## config.mk

```make
export PLATFORM = sky130hd
export DESIGN_NAME = cap_ctrl
export DESIGN_NICKNAME = d
export VERILOG_FILES = /design/src/rtl/cap_pkg.sv /design/src/rtl/edge_det.sv /design/src/rtl/cap_ctrl.sv
export SDC_FILE = /design/constraint.sdc
export NUM_CORES = 1
export LEC_CHECK = 0
export ABC_AREA = 1
export CAP_MARGIN = 20
export CORE_ASPECT_RATIO = 0.8
export CORE_MARGIN = 4
export CORE_UTILIZATION = 40
export DETAILED_ROUTE_END_ITERATION = 10
export GPL_TIMING_DRIVEN = 0
export PLACE_DENSITY = 0.75
export SLEW_MARGIN = 20
export SYNTH_ARGS = -nofsm -noshare
export SYNTH_HDL_FRONTEND = slang
export SYNTH_SLANG_ARGS = --single-unit
```

## constraint.sdc

```tcl
create_clock -name pclk -period 1.7 [get_ports pclk]
set_input_delay 0.34 -clock pclk [delete_from_list [all_inputs] [get_ports pclk]]
set_output_delay 0.34 -clock pclk [all_outputs]
set_load 0.005 [all_outputs]
```

## src/rtl/cap_pkg.sv

```systemverilog
// Shared definitions for the camera capture controller: state encoding,
// default geometry and the frame counter width.
package cap_pkg;

    localparam int AW_DEF      = 15;
    localparam int NPIX_DEF    = 19200;
    localparam int FRAME_CNT_W = 8;

    typedef enum logic [1:0] {
        ST_IDLE    = 2'd0,
        ST_ARM     = 2'd1,
        ST_CAPTURE = 2'd2,
        ST_DONE    = 2'd3
    } cap_state_t;

endpackage

```

## src/rtl/edge_det.sv

```systemverilog
// One-bit edge detector: registers the input once and flags rising and
// falling transitions against the registered copy.
module edge_det (
    input  logic pclk,
    input  logic rst,
    input  logic d,
    output logic rise,
    output logic fall
);

    logic d_q;

    // Previous-cycle copy of the input, cleared by reset.
    always_ff @(posedge pclk) begin
        if (!rst) begin
            d_q <= 1'b0;
        end else begin
            d_q <= d;
        end
    end

    assign rise = ~d_q & d;
    assign fall = d_q & ~d;

endmodule

```

## src/rtl/cap_ctrl.sv

```systemverilog
// Frame capture controller: arms on start, captures one camera frame between
// vsync fall and vsync rise into a shared single-port buffer, and hands the
// buffer port to a consumer whenever no capture is running.
module cap_ctrl
    import cap_pkg::*;
#(
    parameter int AW   = AW_DEF,
    parameter int NPIX = NPIX_DEF
) (
    input  logic                   pclk,
    input  logic                   rst,
    input  logic                   vsync,
    input  logic                   start,
    input  logic                   stop,
    input  logic                   mode,
    input  logic                   cam_wr,
    input  logic [AW-1:0]          cam_addr,
    input  logic [7:0]             cam_data,
    input  logic                   rd_req,
    input  logic [AW-1:0]          rd_addr,
    output logic                   mem_we,
    output logic [AW-1:0]          mem_addr,
    output logic [7:0]             mem_wdata,
    input  logic [7:0]             mem_rdata,
    output logic                   cap_en,
    output logic                   rd_grant,
    output logic                   rd_valid,
    output logic [7:0]             rd_data,
    output logic                   busy,
    output logic                   done,
    output logic                   err_ovf,
    output logic                   err_short,
    output logic [FRAME_CNT_W-1:0] frame_cnt
);

    localparam logic [AW:0] NPIX_V = (AW+1)'(NPIX);

    cap_state_t  state;
    cap_state_t  state_nxt;
    logic        vs_rise;
    logic        vs_fall;
    logic        clr_run;
    logic        clr_err;
    logic        frame_end;
    logic [AW:0] pix_cnt;
    logic [AW:0] pix_after;
    logic        addr_ok;
    logic        wr_hit;
    logic        wr_ovf;
    logic        port_free;
    logic        rd_hit;
    logic        rd_vld_p1;
    logic        rd_vld_p2;

    // Pixel counter increment that sticks at all-ones instead of wrapping.
    function automatic logic [AW:0] sat_inc(input logic [AW:0] v);
        return (v == '1) ? v : v + 1'b1;
    endfunction

    edge_det u_vsync_edge (
        .pclk (pclk),
        .rst  (rst),
        .d    (vsync),
        .rise (vs_rise),
        .fall (vs_fall)
    );

    // The camera owns the buffer port only while capturing; the consumer
    // owns it in IDLE and DONE, so the two sources never collide.
    assign port_free = (state == ST_IDLE) || (state == ST_DONE);
    assign addr_ok   = ({1'b0, cam_addr} < NPIX_V);
    assign wr_hit    = (state == ST_CAPTURE) && cam_wr && addr_ok;
    assign wr_ovf    = (state == ST_CAPTURE) && cam_wr && !addr_ok;
    assign rd_hit    = port_free && rd_req;
    assign pix_after = wr_hit ? sat_inc(pix_cnt) : pix_cnt;

    // Next-state decode; stop always wins and returns to IDLE.
    always_comb begin
        state_nxt = state;
        clr_run   = 1'b0;
        clr_err   = 1'b0;
        frame_end = 1'b0;
        case (state)
            ST_IDLE: begin
                if (!stop && start) begin
                    state_nxt = ST_ARM;
                    clr_run   = 1'b1;
                    clr_err   = 1'b1;
                end
            end
            ST_ARM: begin
                if (stop) begin
                    state_nxt = ST_IDLE;
                end else if (vs_fall) begin
                    state_nxt = ST_CAPTURE;
                end
            end
            ST_CAPTURE: begin
                if (stop) begin
                    state_nxt = ST_IDLE;
                end else if (vs_rise) begin
                    state_nxt = ST_DONE;
                    frame_end = 1'b1;
                end
            end
            ST_DONE: begin
                if (stop) begin
                    state_nxt = ST_IDLE;
                end else if (start) begin
                    state_nxt = ST_ARM;
                    clr_run   = 1'b1;
                    clr_err   = 1'b1;
                end else if (mode) begin
                    state_nxt = ST_ARM;
                    clr_run   = 1'b1;
                end
            end
            default: state_nxt = ST_IDLE;
        endcase
    end

    // State register.
    always_ff @(posedge pclk) begin
        if (!rst) begin
            state <= ST_IDLE;
        end else begin
            state <= state_nxt;
        end
    end

    // Frame bookkeeping: pixel count, frame count, done pulse, sticky errors.
    always_ff @(posedge pclk) begin
        if (!rst) begin
            pix_cnt   <= '0;
            frame_cnt <= '0;
            done      <= 1'b0;
            err_ovf   <= 1'b0;
            err_short <= 1'b0;
        end else begin
            done    <= frame_end;
            pix_cnt <= clr_run ? '0 : pix_after;
            if (frame_end) begin
                frame_cnt <= frame_cnt + 1'b1;
            end
            if (clr_err) begin
                err_ovf   <= 1'b0;
                err_short <= 1'b0;
            end else begin
                if (wr_ovf) begin
                    err_ovf <= 1'b1;
                end
                if (frame_end && (pix_after != NPIX_V)) begin
                    err_short <= 1'b1;
                end
            end
        end
    end

    // Stage p1: registered buffer port, camera write or consumer read address.
    always_ff @(posedge pclk) begin
        if (!rst) begin
            mem_we    <= 1'b0;
            mem_addr  <= '0;
            mem_wdata <= '0;
            rd_vld_p1 <= 1'b0;
        end else begin
            mem_we    <= wr_hit;
            rd_vld_p1 <= rd_hit;
            if (wr_hit) begin
                mem_addr  <= cam_addr;
                mem_wdata <= cam_data;
            end else if (rd_hit) begin
                mem_addr <= rd_addr;
            end
        end
    end

    // Stage p2: buffer data returns; flag it valid for the consumer.
    always_ff @(posedge pclk) begin
        if (!rst) begin
            rd_vld_p2 <= 1'b0;
        end else begin
            rd_vld_p2 <= rd_vld_p1;
        end
    end

    assign rd_valid = rd_vld_p2;
    assign rd_data  = rd_vld_p2 ? mem_rdata : 8'h00;
    assign busy     = rst && ((state == ST_ARM) || (state == ST_CAPTURE));
    assign cap_en   = busy;
    assign rd_grant = rst && port_free;

endmodule

```

==> metrics.md <==
| Metric | Value |
|---|---|
| Outcome | finished, violations left |
| Failing checks | negative setup slack |
| Slew HR | roughly three fifths |
| WP data required | between 1500 and 2000 ps |
| Pin count of the biggest net entering global routing | 17 |
| Clk_skew | about 15 ps |
| Synthesized area per cell | approximately 6.7 um2 |
| CTS max path bufs | 2 |
| CP Launch Type | register |
| Reg2Reg Depth | 16 |
| Core footprint | ~7000 um2 |
| Final core occ | between 60 and 70% |
| Ratio of total power to cell area | between 900 and 1000 nW/um2 |
| DRC viols | 0 |
| Switching Share | between 30% and 40% |
| Post-synthesis cell type count | 33 |
| DR pass1 iterations | 5 |
| Maximum fanout along the worst path | 5 |
| EDFF count, synth | 0 |
| Reg2Reg Setup Slack | -190 ps |
| Crit share post-route | 111% |
| Via count of the first global-routing pass | approximately 3500 |
| Die W | about 100 um |
| Initial core utilization | between 40 and 50% |
| Commonest cells in the netlist | nand2_1 (108), dfxtp_1 (56), inv_1 (54), nand3_1 (51), nor2_1 (44) |
| TritonCTS clock tree | built |
| Hold Slack | between 300 and 400 ps |
| Final WS setup | -188 ps |
| CP Capture Point | err_short |
| Slew of the pin with the lowest slew margin | 615 ps |
| Sequential-to-total area share from yosys stat | a little under two fifths |
| Mapped Area | 2960 um2 |
| Routed Antenna Nets | 0 |
| Layout cells sized above 1 | 26.7% |
| Total GRT Usage | 21.7% |
| Post-DP HPWL | around 6800 um |
| R2r startpoint | state[1] |
| Synth area leader | dfxtp_1 |
| Area Growth Syn to Fin | 64.2% |
| Total number of vias | between 3000 and 4000 |
| Net Sw Power | 1590 uW |
| Synth async-reset ratio | 0% |
| Final TNS setup | -715 ps |
| Worst vdd ir | 549 uV |
| H-Tree Depth | 2 |
| Port Buffers | slightly below 100 |
| Worst R2R End | err_short |
| Clk root buf | clkbuf_8 |
| Hold Path Class | input port to register |
| Routed WL per cell | ~15 um |
| Num CTS Buffers | 5 |
| Die H | 85.0 um |
| Largest cells by area after synthesis | dfxtp_1 (38%), nand2_1 (14%), nand3_1 (8.6%) |
| Cell with the most instances after synthesis | nand2_1 |
| Seq pwr share | between 30 and 40% |
| Synth top area share | about 38% |
| Clock slew seen by the registers of the worst setup and hold paths | roughly 100 ps |
| Worst-skew pair later-pin latency | approximately 310 ps |
| ANT cells | 0 |
| Syn. warnings | 0 |
| Dpl ws | -675 ps |
| # nets final | ~650 |
| Initial antenna violation count | 0 |
| Gate power share | a little under half |
| Vias per cell | between 5 and 6 |
| Ys flop type | dfxtp_1 |
| Post-Syn Instances | 444 |
| RSZ-0062 raised after global routing | yes |
| # hold bufs at CTS | 0 |
| Final setup violation count | 7 |
| Clock network power share | about a fifth |
| Crit. End Element | register |
| Full die area | 8860 um2 |
| Post-route minimum period | 1890 ps |
| Hold violation count in the final report | 0 |
| Leakage dissipation | approximately 0.0021 uW |
| Total congestion overflow | 0 |
| Pint | a little over 3000 uW |
| Post-synth net total | between 500 and 600 |
| FF+latch count, synth | 56 |
| Crit Path Class | register to register |
| Total power | 4620 uW |
| Max Slew Vio Count | 0 |
| Io pins | just over 100 |
| Worst EP arrival | roughly 2100 ps |
| Total clock sinks | 56 |
| Maxcap violations | 0 |
| Final Routed Wirelength | 10400 um |
| Crit path from | state[1] |
| Max Clk Rate | 530 MHz |
| FP Rows | 27 |
| Placer Congestion | between 0.8 and 0.9 |
| First-pass GRT wire length | 16200 um |
| Drt first-iter violations | 192 |
## routing by layer
metal | vias to the layer above | global-route usage (%) | part of all wire, %
met5 | - | 0 | 0
met1 | 1647 | 28.2 | 43
met3 | 19 | 4.79 | 6.0
li1 | 1725 | - | -
met2 | 140 | 36.8 | 50
met4 | 0 | 5.68 | 1.6
## critical path, stage by stage, from the launching register on
cell and delay (ps):
dfxtp_4 360, buf_6 100, ha_4 130, nand2_2 50, inv_2 80, nand3_4 100, inv_6 100, buf_8 130
nand3_2 80, nand2_2 90, nand2_1 60, nor2_1 110, nand2_1 70, nor2_1 100, nand2_1 70, nand2_1 70
a21oi_2 50
## logic make-up after synthesis
group	after synthesis	share of synthesized area [%]
simple gates	236	36.0
buf+inv	76	10.1
compound gates	66	12.3
flops	56	37.8
fa+ha+maj	7	2.95
xor+xnor	3	0.887
## power by group through the flow
stage               clock network, uW  logic, uW  registers, uW
CTS                               891       1710           1580
floorplan                           0        720           1610
detailed placement                  0       1410           1620
global placement                    0       1390           1610
finish                            877       2150           1590
global route                      956       2310           1610
## state kept, by name, indices dropped and copies added (netlist names)
signal,count
done,1
err_ovf,1
err_short,1
frame_cnt,8
mem_addr,15
mem_wdata,8
mem_we,1
pix_cnt,16
rd_valid,1
rd_vld_p1,1
state,2
u_vsync_edge.d_q,1
## area by class of cell
class                           instances  area, um2
Multi-Input combinational cell        312       1830
Tap cell                               87        109
Clock buffer                            6       72.6
Timing Repair Buffer                  137       1280
Clock inverter                          2       35.0
Fill cell                             557       2160
Sequential cell                        56       1150
Buffer                                 19        158
Inverter                               57        234
## cells in the final DEF (no fill, tap or decap), drive strengths merged, types with 6 or more instances in the layout
| cell type | synthesis | layout |
|---|---|---|
| a21oi | 21 | 21 |
| a31oi | 18 | 18 |
| buf | 11 | 54 |
| clkbuf | 8 | 12 |
| clkdlybuf4s50 | 0 | 84 |
| dfxtp | 56 | 56 |
| dlygate4sd2 | 0 | 10 |
| ha | 7 | 7 |
| inv | 57 | 57 |
| nand2 | 112 | 112 |
| nand3 | 53 | 53 |
| nand4 | 6 | 6 |
| nor2 | 52 | 52 |
| nor3 | 8 | 8 |
| o21ai | 23 | 23 |
## how the worst min path moves through the flow
stage / startpoint / to / cells past startpoint
after CTS: rst / rd_valid / 3
after detailed placement: rd_vld_p1 / rd_valid / 2
after global placement: rd_vld_p1 / rd_valid / 2
final: cam_addr[9] / mem_addr[9] / 3
after global routing: cam_addr[9] / mem_addr[9] / 3
after floorplan: rd_vld_p1 / rd_valid / 2
## through the flow
| step | instances | instance area, um2 |
|---|---|---|
| 6_report | 676 | 4870 |
| 3_3_place_gp | 630 | 4070 |
| 2_1_floorplan | 444 | 2970 |
| 3_5_place_dp | 630 | 4070 |
| 5_1_grt | 676 | 4870 |
| 4_1_cts | 662 | 4510 |
## what timing repair did
item,CTS,global route
gates cloned,2,0
endpoints found under the setup margin,53,26
gates resized for setup,90,84
pin swaps,24,39
setup buffers,22,14
Note: power is estimated with default switching activity, not from simulation.
